==> config.mk <==
export PLATFORM = sky130hd
export DESIGN_NAME = mem_arbiter
export DESIGN_NICKNAME = d
export VERILOG_FILES = /design/src/rtl/mem_arbiter.sv
export SDC_FILE = /design/constraint.sdc
export NUM_CORES = 1
export LEC_CHECK = 0
export BUFFER_PORTS_ARGS = -buffer_cell sky130_fd_sc_hd__clkbuf_2
export CAP_MARGIN = 10
export CORE_MARGIN = 2
export CORE_UTILIZATION = 38
export DETAILED_ROUTE_END_ITERATION = 16
export PLACE_DENSITY = 0.8
export SYNTH_ARGS = -nofsm -noshare
export SYNTH_HDL_FRONTEND = slang
export SYNTH_SLANG_ARGS = --single-unit
export TNS_END_PERCENT = 5
==> constraint.sdc <==
create_clock -name clk -period 3.15 [get_ports clk]
set_clock_uncertainty 0.15 [all_clocks]
set_input_delay 0.315 -clock clk [delete_from_list [all_inputs] [get_ports clk]]
set_output_delay 0.315 -clock clk [all_outputs]
set_load 0.05 [all_outputs]
==> src/rtl/mem_arbiter.sv <==
// mem_arbiter: round-robin two-port arbiter and access sequencer for the 4K x 16 single-port memory.
// Define MEM_ARB_TIMEOUT_EN to build the BUSY-state watchdog that aborts accesses after TO_CYCLES.
module mem_arbiter #(
    parameter int ADDR_W    = 12,
    parameter int DATA_W    = 16,
    parameter int TO_CYCLES = 16
) (
    input  logic              clk,
    input  logic              rst,
    input  logic              inputReq0,
    input  logic              inputReq1,
    input  logic [ADDR_W-1:0] inputAddr0,
    input  logic [ADDR_W-1:0] inputAddr1,
    input  logic [DATA_W-1:0] inputWdata0,
    input  logic [DATA_W-1:0] inputWdata1,
    input  logic              inputWnR0,
    input  logic              inputWnR1,
    output logic [1:0]        outputDone,
    output logic [DATA_W-1:0] outputRdata,
    output logic              outputError,
    output logic              outputBusy,
    output logic              outputMemSelect,
    output logic [ADDR_W-1:0] outputMemAddress,
    output logic [DATA_W-1:0] outputMemWdata,
    output logic              outputMemWnR,
    input  logic [DATA_W-1:0] inputMemRdata,
    input  logic              inputMemValid
);

    typedef enum logic {
        IDLE = 1'b0,
        BUSY = 1'b1
    } state_t;

    state_t              r_state;
    state_t              w_next_state;
    logic                r_ptr;
    logic                r_grant;
    logic                r_select;
    logic                r_busy;
    logic                r_wnr;
    logic [ADDR_W-1:0]   r_addr;
    logic [DATA_W-1:0]   r_wdata;
    logic                w_any_req;
    logic                w_win;
    logic                w_grant_en;
    logic                w_finish;
    logic                w_timeout;

    if (TO_CYCLES < 2 || TO_CYCLES > 255) begin : g_bad_to_cycles
        $error("mem_arbiter: TO_CYCLES must be in 2..255");
    end

    assign w_any_req = inputReq0 | inputReq1;
    // On a tie the port that did not win last time goes next.
    assign w_win     = (inputReq0 & inputReq1) ? ~r_ptr : inputReq1;

    always_comb begin
        w_next_state = r_state;
        w_grant_en   = 1'b0;
        w_finish     = 1'b0;
        case (r_state)
            IDLE: begin
                if (w_any_req) begin
                    w_grant_en   = 1'b1;
                    w_next_state = BUSY;
                end
            end
            BUSY: begin
                if (inputMemValid || w_timeout) begin
                    w_finish     = 1'b1;
                    w_next_state = IDLE;
                end
            end
            default: w_next_state = IDLE;
        endcase
    end

    always_ff @(posedge clk or posedge rst) begin
        if (rst) begin
            r_state <= IDLE;
        end else begin
            r_state <= w_next_state;
        end
    end

    always_ff @(posedge clk or posedge rst) begin
        if (rst) begin
            r_ptr    <= 1'b1;
            r_grant  <= 1'b0;
            r_select <= 1'b0;
            r_busy   <= 1'b0;
            r_wnr    <= 1'b0;
            r_addr   <= '0;
            r_wdata  <= '0;
        end else if (w_grant_en) begin
            r_ptr    <= w_win;
            r_grant  <= w_win;
            r_select <= 1'b1;
            r_busy   <= 1'b1;
            r_wnr    <= w_win ? inputWnR1   : inputWnR0;
            r_addr   <= w_win ? inputAddr1  : inputAddr0;
            r_wdata  <= w_win ? inputWdata1 : inputWdata0;
        end else if (w_finish) begin
            // Address/data/wnr stay as they were; only the select handshake drops.
            r_select <= 1'b0;
            r_busy   <= 1'b0;
        end
    end

`ifdef MEM_ARB_TIMEOUT_EN
    localparam logic [7:0] TO_LAST = 8'(TO_CYCLES - 1);

    logic [7:0] r_to_cnt;

    always_ff @(posedge clk or posedge rst) begin
        if (rst) begin
            r_to_cnt <= '0;
        end else if (w_grant_en) begin
            r_to_cnt <= '0;
        end else if (r_state == BUSY) begin
            r_to_cnt <= r_to_cnt + 8'd1;
        end
    end

    // A valid pulse in the expiry cycle is a normal completion.
    assign w_timeout = (r_state == BUSY) && !inputMemValid && (r_to_cnt == TO_LAST);
`else
    assign w_timeout = 1'b0;
`endif

    assign outputDone       = w_finish ? (r_grant ? 2'b10 : 2'b01) : 2'b00;
    assign outputRdata      = (w_finish && inputMemValid && !r_wnr) ? inputMemRdata : '0;
    assign outputError      = w_timeout;
    assign outputBusy       = r_busy;
    assign outputMemSelect  = r_select;
    assign outputMemAddress = r_addr;
    assign outputMemWdata   = r_wdata;
    assign outputMemWnR     = r_wnr;

endmodule

==> tab_implementation.tex, run 1 <==
\begin{tabular}{lr}
\hline
Metric & Value \\
\hline
\multicolumn{2}{l}{\textbf{Pwr}} \\
Worst vdd ir & 0.344 mV \\
Standby leakage power & 1.28 nW \\
Overall Power & 1.80 mW \\
Power density over cell area & 758 nW/um\^{}2 \\
\multicolumn{2}{l}{\textbf{Worst setup path}} \\
Data required time at the worst endpoint & 2680 ps \\
CP Data Arrival Time & 1670 ps \\
Sort of element at the end of the critical path & output pin \\
Reg-to-reg endpoint & outputMemAddress[8] \\
Slowest Stage Delay on Critical Path & 410 ps \\
Kind of critical path & reg -> out \\
Crit-path cells & nand2\_1, nor2\_2, and2\_1, clkbuf\_2 \\
Max Fanout on Critical Path & 16 \\
Worst r2r src & r\_state \\
Reg2Reg Depth & 2 \\
Cell at the slowest stage of the critical path & dfrtp\_1 \\
Reg-to-reg setup timing slack & 1240 ps \\
Startpoint types & flip-flop \\
Cell family contributing the most delay on the critical path & simple AND/OR/NAND/NOR gates \\
Sum of buffers and inverters on the critical path & 1 \\
\multicolumn{2}{l}{\textbf{Logic synthesis}} \\
Number of unique standard cell types used by synthesis & 20 \\
Instance count of the mapped netlist & 197 \\
Avg Cell Area, Syn & 8.33 sq um \\
Flip-flop and latch count after synthesis & 33 \\
Post-Synthesis Net Count & 276 \\
Area of the mapped netlist & 1640 sq um \\
Portion of the post-synthesis area used by sequential elements & 0.504 \\
Synth warn & 0 \\
\multicolumn{2}{l}{\textbf{Timing}} \\
Final worst slack & 1010 ps \\
Hold Worst Slack & 113 ps \\
Post-route fraction of the period consumed by the critical path & 0.679 \\
Setup repair after global routing missed its margin & no \\
Shortest period the worst path allows & 2140 ps \\
Final Setup Violations & 0 \\
Total Negative Setup Slacks & 0 ps \\
Timing-limited maximum frequency & 0.468 GHz \\
Hold Violations, Final & 0 \\
Worst slew margin relative to its limit & 0.289 \\
Fin. max-slew vios & 0 \\
Slew at the pin closest to its max-slew limit & 1070 ps \\
\multicolumn{2}{l}{\textbf{Detailed routing}} \\
Routed met2 length & 1880 um \\
Number of DRC violations after detailed-routing iteration 0 & 49 \\
Number of nets with antenna violations after routing & 0 \\
Detailed-route via count & 1721 \\
WL per Instance & 11.1 um \\
M1 wire length & 1750 um \\
Ratio of routed vias to standard cells & 4.66 \\
First-pass detailed-route iteration total & 4 \\
DRC & 0 \\
Top routing layer in use & met4 \\
Met3 wire len & 404 um \\
Final wirelength & 4080 um \\
\multicolumn{2}{l}{\textbf{Clock tree}} \\
Number of H-tree levels & 2 \\
Clock input transition at the sequential cells of the worst setup and hold paths & 70 ps \\
Post-cts resize count & 0 \\
Clock tree from TritonCTS & yes \\
Clock Sink Count & 33 \\
Clock latency on the worst-skew pair & 280 ps \\
Clk Tree Root Cell & clkbuf\_8 \\
Inserted Clock Buffers & 5 \\
Buffer levels on the longest clock path & 2 \\
\multicolumn{2}{l}{\textbf{Die}} \\
Die ar. & 4860 sq um \\
Core Region & 4090 sq um \\
Cell row count & 23 \\
Chip Height & 69.7 um \\
Starting density of the core & 0.402 \\
I/O pins & 129 \\
Overall die width & 69.7 um \\
\multicolumn{2}{l}{\textbf{Place}} \\
Total placed cells including tap cells & 360 \\
Detailed Place HPWL & 2990 um \\
Weighted congestion at the end of routability-driven global placement & 0.733 \\
Port Buffers & 127 \\
Worst setup slack before clock tree synthesis & 1210 ps \\
\multicolumn{2}{l}{\textbf{Worst hold path}} \\
Type of the tightest min-delay check & in -> reg \\
Number of stages on the worst hold path & 3 \\
Sink of the worst hold path & outputMemAddress[3] \\
Worst Hold Launch & inputAddr0[3] \\
\multicolumn{2}{l}{\textbf{GRT}} \\
Antenna violations before repair & 0 \\
Total overflow reported by the global router & 0 \\
Via count of the first global-routing pass & 1526 \\
GR Util All Layers & 0.174 \\
First-pass GRT wire length & 6910 um \\
Maximum number of pins on one net before global-route repair & 61 \\
\multicolumn{2}{l}{\textbf{Finish}} \\
Non-filler instance count after layout & 369 \\
Antenna cell count & 0 \\
Fraction of final layout cells sized beyond drive strength 1 & 0.439 \\
Layout-stage area growth over the synthesis result & 44.5\% \\
Final net count & 397 \\
Commonest cells after routing, fill and taps aside & clkbuf\_2, nand2\_1, dfrtp\_1, nor2\_1, a31oi\_1 \\
Most common cell after layout, fill and taps aside & clkbuf\_2 \\
\multicolumn{2}{l}{\textbf{Outcome}} \\
Run status & finished clean \\
\multicolumn{2}{l}{\textbf{Run}} \\
Max-cap check violation count & 0 \\
\hline
\end{tabular}
==> where the power goes <==
part | switching, mW | total (mW) | internal (mW) | leakage (nW)
Sequential | 0.0620 | 0.594 | 0.532 | 0.368
Combinational | 0.599 | 0.793 | 0.195 | 0.858
Clock | 0.153 | 0.411 | 0.258 | 0.0585
Total | 0.814 | 1.80 | 0.985 | 1.28
==> metrics by stage <==
step	utilization	cell area (sq um)
2_1_floorplan	-	1640
3_3_place_gp	0.550	2250
3_5_place_dp	0.550	2250
4_1_cts	0.581	2370
5_1_grt	0.581	2370
6_report	0.581	2370
==> worst max path at each step <==
stage / endpoint / depth (start not counted) / startpoint / slack [ps]
after global placement: r_grant / 2 / r_state / 1300
after floorplan: outputRdata[10] / 3 / outputMemWnR / 1280
after global routing: outputRdata[7] / 4 / r_state / 870
after detailed placement: outputMemAddress[0] / 2 / r_state / 1210
after CTS: outputRdata[3] / 4 / r_state / 1000
final: outputRdata[3] / 4 / r_state / 1010
==> tightest hold or removal path: cells and delay by family <==
| family | cells | cell delay, ps |
|---|---|---|
| AOI/OAI and AO/OA | 1 | 60 |
| and+or+nand+nor | 1 | 50 |
| buffers and inverters | 1 | 80 |
==> Yosys cell counts <==
library cell,number,area share
buf_6,1,0.0069
nor2_2,1,0.0038
dfrtp_1,32,0.49
nand2_1,59,0.13
buf_2,9,0.027
a31oi_1,30,0.11
o31a_1,1,0.0053
and2_1,16,0.061
a21oi_1,1,0.0030
nor2_1,31,0.071
conb_1,1,0.0023
a21boi_2,1,0.0069
buf_8,1,0.0091
buf_4,5,0.023
o21a_1,1,0.0046
dfstp_2,1,0.016
o22ai_1,1,0.0038
inv_1,3,0.0069
a21bo_1,1,0.0061
o21ba_1,1,0.0061
==> cell families after synthesis <==
group | count (synthesis) | synth area share
flip-flops | 33 | 0.504
AND/OR/NAND/NOR | 107 | 0.271
other | 1 | 0.00228
AO/OA/AOI/OAI | 37 | 0.150
buffers and inverters | 19 | 0.0732
==> flip-flops by register name, summed over array words and instances, names as in the netlist <==
register and cells:
outputMemAddress 12, r_grant 1, r_state 1, r_ptr 1, outputMemWdata 16, outputBusy 1, outputMemWnR 1
==> final cells by class <==
cell class	count	area [sq um]
fillers	403	1710
clock buffers	7	86.3
multi-input cells	145	694
well taps	50	62.6
inverters	3	11.3
clock inverters	1	30.0
flip-flops and latches	33	827
repair buffers	130	661
==> what timing repair did <==
| item | in CTS | in global routing |
|---|---|---|
| endpoints found under the hold margin | 32 | 0 |
| buffers inserted | 0 | 0 |
| hold buffers | 1 | 0 |
==> layer usage <==
layer / vias up / global-route usage
met2: 77 / 0.299
li1: 882 / -
met5: - / 0
met3: 5 / 0.0640
met1: 757 / 0.204
met4: 0 / 0.0513
No activity file was read; power rests on OpenSTA's default activity.
==> run 2: changes to the inputs <==
--- a/config.mk
+++ b/config.mk
@@ -5,12 +5,13 @@
 export SDC_FILE = /design/constraint.sdc
 export NUM_CORES = 1
 export LEC_CHECK = 0
+export ABC_AREA = 1
 export BUFFER_PORTS_ARGS = -buffer_cell sky130_fd_sc_hd__clkbuf_2
 export CAP_MARGIN = 10
 export CORE_MARGIN = 2
 export CORE_UTILIZATION = 38
 export DETAILED_ROUTE_END_ITERATION = 16
-export PLACE_DENSITY = 0.8
+export PLACE_DENSITY = 0.76
 export SYNTH_ARGS = -nofsm -noshare
 export SYNTH_HDL_FRONTEND = slang
 export SYNTH_SLANG_ARGS = --single-unit
==> constraint.sdc (replaced) <==
create_clock -name clk -period 2 [get_ports clk]
set_clock_uncertainty 0.15 [all_clocks]
set_input_delay 0.2 -clock clk [delete_from_list [all_inputs] [get_ports clk]]
set_output_delay 0.2 -clock clk [all_outputs]
set_load 0.05 [all_outputs]
==> tab_implementation.tex, run 2 <==
\begin{tabular}{lr}
\hline
Metric & Value \\
\hline
\multicolumn{2}{l}{\textbf{Finish}} \\
Layout-stage area growth over the synthesis result & 39.1\% \\
Commonest cells after routing, fill and taps aside & clkbuf\_2, nand2\_1, inv\_1, nand3\_1, dfrtp\_1 \\
Max reg flops & 16 (unchanged) \\
Post-layout utilization of the core & 0.542 (-0.0386) \\
Final design instance area without fill & 2730 sq um (+15\%) \\
Antenna cell count & 0 (unchanged) \\
Most common cell after layout, fill and taps aside & clkbuf\_2 \\
Fraction of final layout cells sized beyond drive strength 1 & 0.332 (-0.107) \\
Final net count & 509 (+28\%) \\
\multicolumn{2}{l}{\textbf{Logic synthesis}} \\
Area contributors post-synth & dfrtp\_1, nand2\_1, inv\_1, nand3\_1, nor2\_1 \\
Most common library cells after synthesis & nand2\_1, inv\_1, nand3\_1 \\
Flip-flop and latch count after synthesis & 33 (unchanged) \\
Instance count of the mapped netlist & 308 (+56\%) \\
Number of enable-type register cells in the synthesized netlist & 0 (unchanged) \\
Share of the synthesized area in the top cell type & 0.408 (-0.0802) \\
Synth Flop Type & dfrtp\_1 \\
Library cell with the largest summed area after synthesis & dfrtp\_1 \\
Number of unique standard cell types used by synthesis & 14 (-30\%) \\
Post-Synthesis Net Count & 387 (+40\%) \\
Area of the mapped netlist & 1960 sq um (+20\%) \\
Avg Cell Area, Syn & 6.38 sq um (-23\%) \\
Count leader, synth & nand2\_1 \\
Share of async-settable or async-resettable flops after synthesis & 1.00 (unchanged) \\
Portion of the post-synthesis area used by sequential elements & 0.421 (-0.0828) \\
Synth warn & 0 (unchanged) \\
\multicolumn{2}{l}{\textbf{Detailed routing}} \\
Number of DRC violations after detailed-routing iteration 0 & 73 (+49\%) \\
First-pass detailed-route iteration total & 4 (unchanged) \\
Ratio of routed vias to standard cells & 4.35 (-6.8\%) \\
Final wirelength & 5140 um (+26\%) \\
Detailed-route via count & 2178 (+27\%) \\
Number of nets with antenna violations after routing & 0 (unchanged) \\
WL per Instance & 10.3 um (-7.4\%) \\
DRC & 0 (unchanged) \\
\multicolumn{2}{l}{\textbf{Die}} \\
Die ar. & 5760 sq um (+18\%) \\
Cell row count & 26 (+13\%) \\
Overall die width & 75.9 um (+8.9\%) \\
Starting density of the core & 0.390 (-0.0121) \\
Chip Height & 75.9 um (+8.9\%) \\
I/O pins & 129 (unchanged) \\
Core Region & 5040 sq um (+23\%) \\
\multicolumn{2}{l}{\textbf{GRT}} \\
Maximum number of pins on one net before global-route repair & 34 (-44\%) \\
GR Util All Layers & 0.179 (+0.00456) \\
Total overflow reported by the global router & 0 (unchanged) \\
First-pass GRT wire length & 8580 um (+24\%) \\
Via count of the first global-routing pass & 1984 (+30\%) \\
Antenna violations before repair & 0 (unchanged) \\
\multicolumn{2}{l}{\textbf{Pwr}} \\
Worst vdd ir & 0.433 mV (+26\%) \\
Standby leakage power & 1.87 nW (+46\%) \\
Power density over cell area & 989 nW/um\^{}2 (+30\%) \\
\multicolumn{2}{l}{\textbf{Worst setup path}} \\
Crit-path cells & nand2\_1, or2\_4, nor2\_1, clkbuf\_2 \\
Worst r2r src & r\_ptr \\
CP Data Arrival Time & 1510 ps (-160 ps) \\
Startpoint types & flip-flop \\
Sort of element at the end of the critical path & output pin \\
Sum of buffers and inverters on the critical path & 1 (unchanged) \\
Reg-to-reg endpoint & outputMemWdata[0] \\
Cell at the slowest stage of the critical path & dfrtp\_1 \\
Max Fanout on Critical Path & 16 (unchanged) \\
Slowest Stage Delay on Critical Path & 380 ps (-30 ps) \\
Reg2Reg Depth & 6 (+4) \\
Data required time at the worst endpoint & 1650 ps (-1030 ps) \\
Kind of critical path & reg -> out \\
Reg-to-reg setup timing slack & 430 ps (-810 ps) \\
Cell family contributing the most delay on the critical path & simple AND/OR/NAND/NOR gates \\
\multicolumn{2}{l}{\textbf{Worst hold path}} \\
Type of the tightest min-delay check & in -> reg \\
Sink of the worst hold path & outputMemWdata[3] \\
Number of stages on the worst hold path & 5 (+2) \\
Worst Hold Launch & inputWdata0[3] \\
\multicolumn{2}{l}{\textbf{Clock tree}} \\
Clock latency on the worst-skew pair & 270 ps (about the same) \\
Clock tree from TritonCTS & yes \\
Number of H-tree levels & 2 (unchanged) \\
Clock Sink Count & 33 (unchanged) \\
Inserted Clock Buffers & 5 (unchanged) \\
Number of buffers inserted by post-CTS setup repair & 0 (unchanged) \\
Clock input transition at the sequential cells of the worst setup and hold paths & 70 ps (about the same) \\
Buffer levels on the longest clock path & 2 (unchanged) \\
Clk Tree Root Cell & clkbuf\_8 \\
\multicolumn{2}{l}{\textbf{Run}} \\
Max-cap check violation count & 0 (unchanged) \\
\multicolumn{2}{l}{\textbf{Timing}} \\
Fin. max-slew vios & 0 (unchanged) \\
Post-route fraction of the period consumed by the critical path & 0.932 \\
Slew at the pin closest to its max-slew limit & 883 ps (-184 ps) \\
Timing-limited maximum frequency & 0.536 GHz \\
Shortest period the worst path allows & 1860 ps \\
Worst slew margin relative to its limit & 0.411 (+0.122) \\
Final Setup Violations & 0 (unchanged) \\
Hold Violations, Final & 0 (unchanged) \\
Hold Worst Slack & 62.0 ps (-50.6 ps) \\
Setup repair after global routing missed its margin & no \\
\multicolumn{2}{l}{\textbf{Place}} \\
Weighted congestion at the end of routability-driven global placement & 0.784 (+7.0\%) \\
Detailed Place HPWL & 3870 um (+29\%) \\
Port Buffers & 127 (unchanged) \\
Placement Cell Area & 2640 sq um (+17\%) \\
\multicolumn{2}{l}{\textbf{Outcome}} \\
Run status & finished clean \\
\hline
\end{tabular}
## run 2: through the flow
step | power (mW) | worst slack, ps | setup TNS, ps | instances
2_1_floorplan | 1.91 | -115 | -1150 | 308
3_3_place_gp | 2.23 | 292 | 0 | 492
3_5_place_dp | 2.24 | 241 | 0 | 492
4_1_cts | 2.73 | 112 | 0 | 501
5_1_grt | 2.86 | 20.5 | 0 | 501
6_report | 2.70 | 135 | 0 | 501
## run 2: cells by family after synthesis
logic type,count (synthesis),synth area share
flip-flops,33,0.421
buffers and inverters,98,0.201
AND/OR/NAND/NOR,174,0.371
other,1,0.00191
AO/OA/AOI/OAI,2,0.00509
## run 2: worst max path at each step
| stage | slack [ps] | cells after the start | from | end |
|---|---|---|---|---|
| 2_1_floorplan | -110 | 4 | outputMemWnR | outputRdata[10] |
| 3_3_place_gp | 290 | 4 | r_state | outputRdata[0] |
| 3_5_place_dp | 240 | 6 | inputReq1 | outputMemWdata[9] |
| 4_1_cts | 110 | 4 | r_state | outputRdata[3] |
| 5_1_grt | 20 | 4 | r_state | outputRdata[3] |
| 6_report | 140 | 4 | r_state | outputRdata[13] |
## run 2: where the power goes
group | internal, mW | switching (mW) | leakage [nW] | total, mW
clock | 0.241 | 0.231 | 0.0450 | 0.472
combinational | 0.307 | 0.993 | 1.43 | 1.30
sequential | 0.830 | 0.100 | 0.399 | 0.930
## run 2: repair_timing
action / 4_1_cts / 5_1_grt
gates resized for setup: 1 / 0
endpoints found under the setup margin: 7 / 0
hold endpoints to repair: 32 / 0
hold buffers: 1 / 0
## run 2: metal layers
metal	GRT usage	up-vias	part of all wire
met5	0	-	0
met4	0.0509	0	0.0076
met3	0.0476	4	0.076
met2	0.321	91	0.48
met1	0.211	952	0.44
li1	-	1131	-
## run 2: tightest hold or removal path, cell delays in order
cell      delay, ps
clkbuf_2         70
inv_1            30
nand2_1          50
nand3_1          60
nand2_1          50
## run 2: cell type report
type                       instances  area, sq um
sequential                        33          827
timing repair buffer             134          691
clock inverter                     2         10.0
fill                             506         2310
multi-input combinational        177          748
tap                               70         87.6
clock buffer                       6         72.6
inverter                          79          297
==> run 3: changes to the inputs <==
--- a/config.mk
+++ b/config.mk
@@ -9,9 +9,9 @@
 export BUFFER_PORTS_ARGS = -buffer_cell sky130_fd_sc_hd__clkbuf_2
 export CAP_MARGIN = 10
 export CORE_MARGIN = 2
-export CORE_UTILIZATION = 38
+export CORE_UTILIZATION = 35
 export DETAILED_ROUTE_END_ITERATION = 16
-export PLACE_DENSITY = 0.76
+export PLACE_DENSITY = 0.71
 export SYNTH_ARGS = -nofsm -noshare
 export SYNTH_HDL_FRONTEND = slang
 export SYNTH_SLANG_ARGS = --single-unit
==> tab_implementation.tex, run 3 (synthesis results as in run 2) <==
\begin{tabular}{lr}
\hline
Metric & Value \\
\hline
\multicolumn{2}{l}{\textbf{Timing}} \\
Final Setup Violations & 0 (unchanged) \\
Post-route fraction of the period consumed by the critical path & 0.935 (+0.00282) \\
Timing-limited maximum frequency & 0.535 GHz (-0.30\%) \\
Shortest period the worst path allows & 1870 ps (+5.63 ps) \\
Setup repair after global routing missed its margin & no \\
Fin. max-slew vios & 0 (unchanged) \\
Hold Violations, Final & 0 (unchanged) \\
\multicolumn{2}{l}{\textbf{Clock tree}} \\
Clock tree from TritonCTS & yes \\
Buffer levels on the longest clock path & 2 (unchanged) \\
Clk Tree Root Cell & clkbuf\_8 \\
Clock Sink Count & 33 (unchanged) \\
Number of H-tree levels & 2 (unchanged) \\
Clock input transition at the sequential cells of the worst setup and hold paths & 70 ps (about the same) \\
Clock latency on the worst-skew pair & 280 ps (about the same) \\
Number of buffers inserted by post-CTS setup repair & 0 (unchanged) \\
Inserted Clock Buffers & 5 (unchanged) \\
\multicolumn{2}{l}{\textbf{Detailed routing}} \\
First-pass detailed-route iteration total & 4 (unchanged) \\
Final wirelength & 5490 um (+6.9\%) \\
Number of nets with antenna violations after routing & 0 (unchanged) \\
Ratio of routed vias to standard cells & 4.31 (-0.85\%) \\
WL per Instance & 10.9 um (+5.9\%) \\
Detailed-route via count & 2181 (+0.14\%) \\
Number of DRC violations after detailed-routing iteration 0 & 88 (+21\%) \\
DRC & 0 (unchanged) \\
\multicolumn{2}{l}{\textbf{Worst setup path}} \\
Kind of critical path & reg -> out \\
Cell family contributing the most delay on the critical path & simple AND/OR/NAND/NOR gates \\
Crit-path cells & nand2\_1, or2\_4, nor2\_1, clkbuf\_2 \\
Sort of element at the end of the critical path & output pin \\
Sum of buffers and inverters on the critical path & 1 (unchanged) \\
Data required time at the worst endpoint & 1650 ps (about the same) \\
Cell at the slowest stage of the critical path & dfrtp\_1 \\
CP Data Arrival Time & 1520 ps (about the same) \\
Slowest Stage Delay on Critical Path & 390 ps (about the same) \\
Startpoint types & flip-flop \\
Max Fanout on Critical Path & 16 (unchanged) \\
\multicolumn{2}{l}{\textbf{Die}} \\
Chip Height & 78.9 um (+4.0\%) \\
I/O pins & 129 (unchanged) \\
Cell row count & 27 (+3.8\%) \\
Core Region & 5470 sq um (+8.5\%) \\
Die ar. & 6230 sq um (+8.1\%) \\
Starting density of the core & 0.359 (-0.0306) \\
Overall die width & 78.9 um (+4.0\%) \\
\multicolumn{2}{l}{\textbf{Place}} \\
Detailed Place HPWL & 4210 um (+8.9\%) \\
Total placed cells including tap cells & 497 (+1.0\%) \\
Port Buffers & 127 (unchanged) \\
Weighted congestion at the end of routability-driven global placement & 0.785 (+0.14\%) \\
\multicolumn{2}{l}{\textbf{GRT}} \\
Total overflow reported by the global router & 0 (unchanged) \\
Via count of the first global-routing pass & 1985 (+0.050\%) \\
Antenna violations before repair & 0 (unchanged) \\
GR Util All Layers & 0.181 (+0.00192) \\
First-pass GRT wire length & 8800 um (+2.6\%) \\
Maximum number of pins on one net before global-route repair & 34 (unchanged) \\
\multicolumn{2}{l}{\textbf{Pwr}} \\
Standby leakage power & 1.90 nW (+1.5\%) \\
Power density over cell area & 1030 nW/um\^{}2 (+4.7\%) \\
Worst vdd ir & 0.396 mV (-8.6\%) \\
\multicolumn{2}{l}{\textbf{Finish}} \\
Layout fillers & 555 (+9.7\%) \\
Non-filler instance count after layout & 506 (+1.0\%) \\
Antenna cell count & 0 (unchanged) \\
Commonest cells after routing, fill and taps aside & clkbuf\_2, nand2\_1, inv\_1, nand3\_1, dfrtp\_1 \\
Layout-stage area growth over the synthesis result & 42.1\% \\
Max reg flops & 16 (unchanged) \\
Final net count & 512 (+0.59\%) \\
Most common cell after layout, fill and taps aside & clkbuf\_2 \\
Fraction of final layout cells sized beyond drive strength 1 & 0.336 (+0.00462) \\
Post-layout utilization of the core & 0.510 (-0.0319) \\
\multicolumn{2}{l}{\textbf{Outcome}} \\
Run status & finished clean \\
\multicolumn{2}{l}{\textbf{Worst hold path}} \\
Type of the tightest min-delay check & in -> reg \\
\multicolumn{2}{l}{\textbf{Run}} \\
Max-cap check violation count & 0 (unchanged) \\
\hline
\end{tabular}
run 3: per-stage QoR:
step / area, sq um / hold WS (ps) / worst slack [ps] / setup TNS [ps] / total power, mW
after floorplan: 1960 / 178 / -115 / -1150 / 1.91
after global placement: 2660 / 141 / 357 / 0 / 2.24
after detailed placement: 2660 / 148 / 303 / 0 / 2.26
after CTS: 2790 / 44.5 / 116 / 0 / 2.93
after global routing: 2790 / 71.2 / 11.0 / 0 / 3.06
final: 2790 / 59.9 / 130 / 0 / 2.89
run 3: report_power, final:
part           internal [mW]  switching (mW)  total [mW]
Sequential             0.830          0.0959       0.926
Clock                  0.406           0.238       0.644
Combinational          0.315            1.00        1.32
Total                   1.55            1.34        2.89
run 3: area by class of cell:
cell class	count	area [sq um]	area share
multi-input cells	177	748	0.268
inverters	79	297	0.106
repair buffers	137	713	0.255
flip-flops and latches	33	827	0.296
well taps	72	90.1	0.0323
clock inverters	1	30.0	0.0108
clock buffers	7	86.3	0.0309
run 3: worst paths after layout:
kind / startpoint / cells after the start / slack, ps / end
max: r_state / 4 / 130 / outputRdata[5]
max in group asynchronous: rst / 4 / 990 / r_ptr
min: inputWdata0[11] / 5 / 60 / outputMemWdata[11]
min in group asynchronous: rst / 4 / 380 / outputMemAddress[6]
max reg2reg: r_ptr / 6 / 600 / outputMemAddress[1]
min reg2reg: r_ptr / 2 / 320 / r_ptr
run 3: worst reg2reg max path: stages, from the launching register on:
cell     delay [ps]
dfstp_2         530
nand2_1          60
nand2_1          80
buf_4           250
nand2_1          90
nand3_1          80
nand2_1          60
run 3: repair_timing:
| action | in CTS | in global routing |
|---|---|---|
| gates resized for setup | 1 | 0 |
| endpoints found under the setup margin | 16 | 0 |
| hold buffers | 1 | 0 |
| hold endpoints to repair | 32 | 0 |
run 3: metal layers:
metal | track usage | part of all wire
met4 | 0.0414 | 0.0033
met2 | 0.334 | 0.50
met3 | 0.0511 | 0.088
met5 | 0 | 0
met1 | 0.206 | 0.41
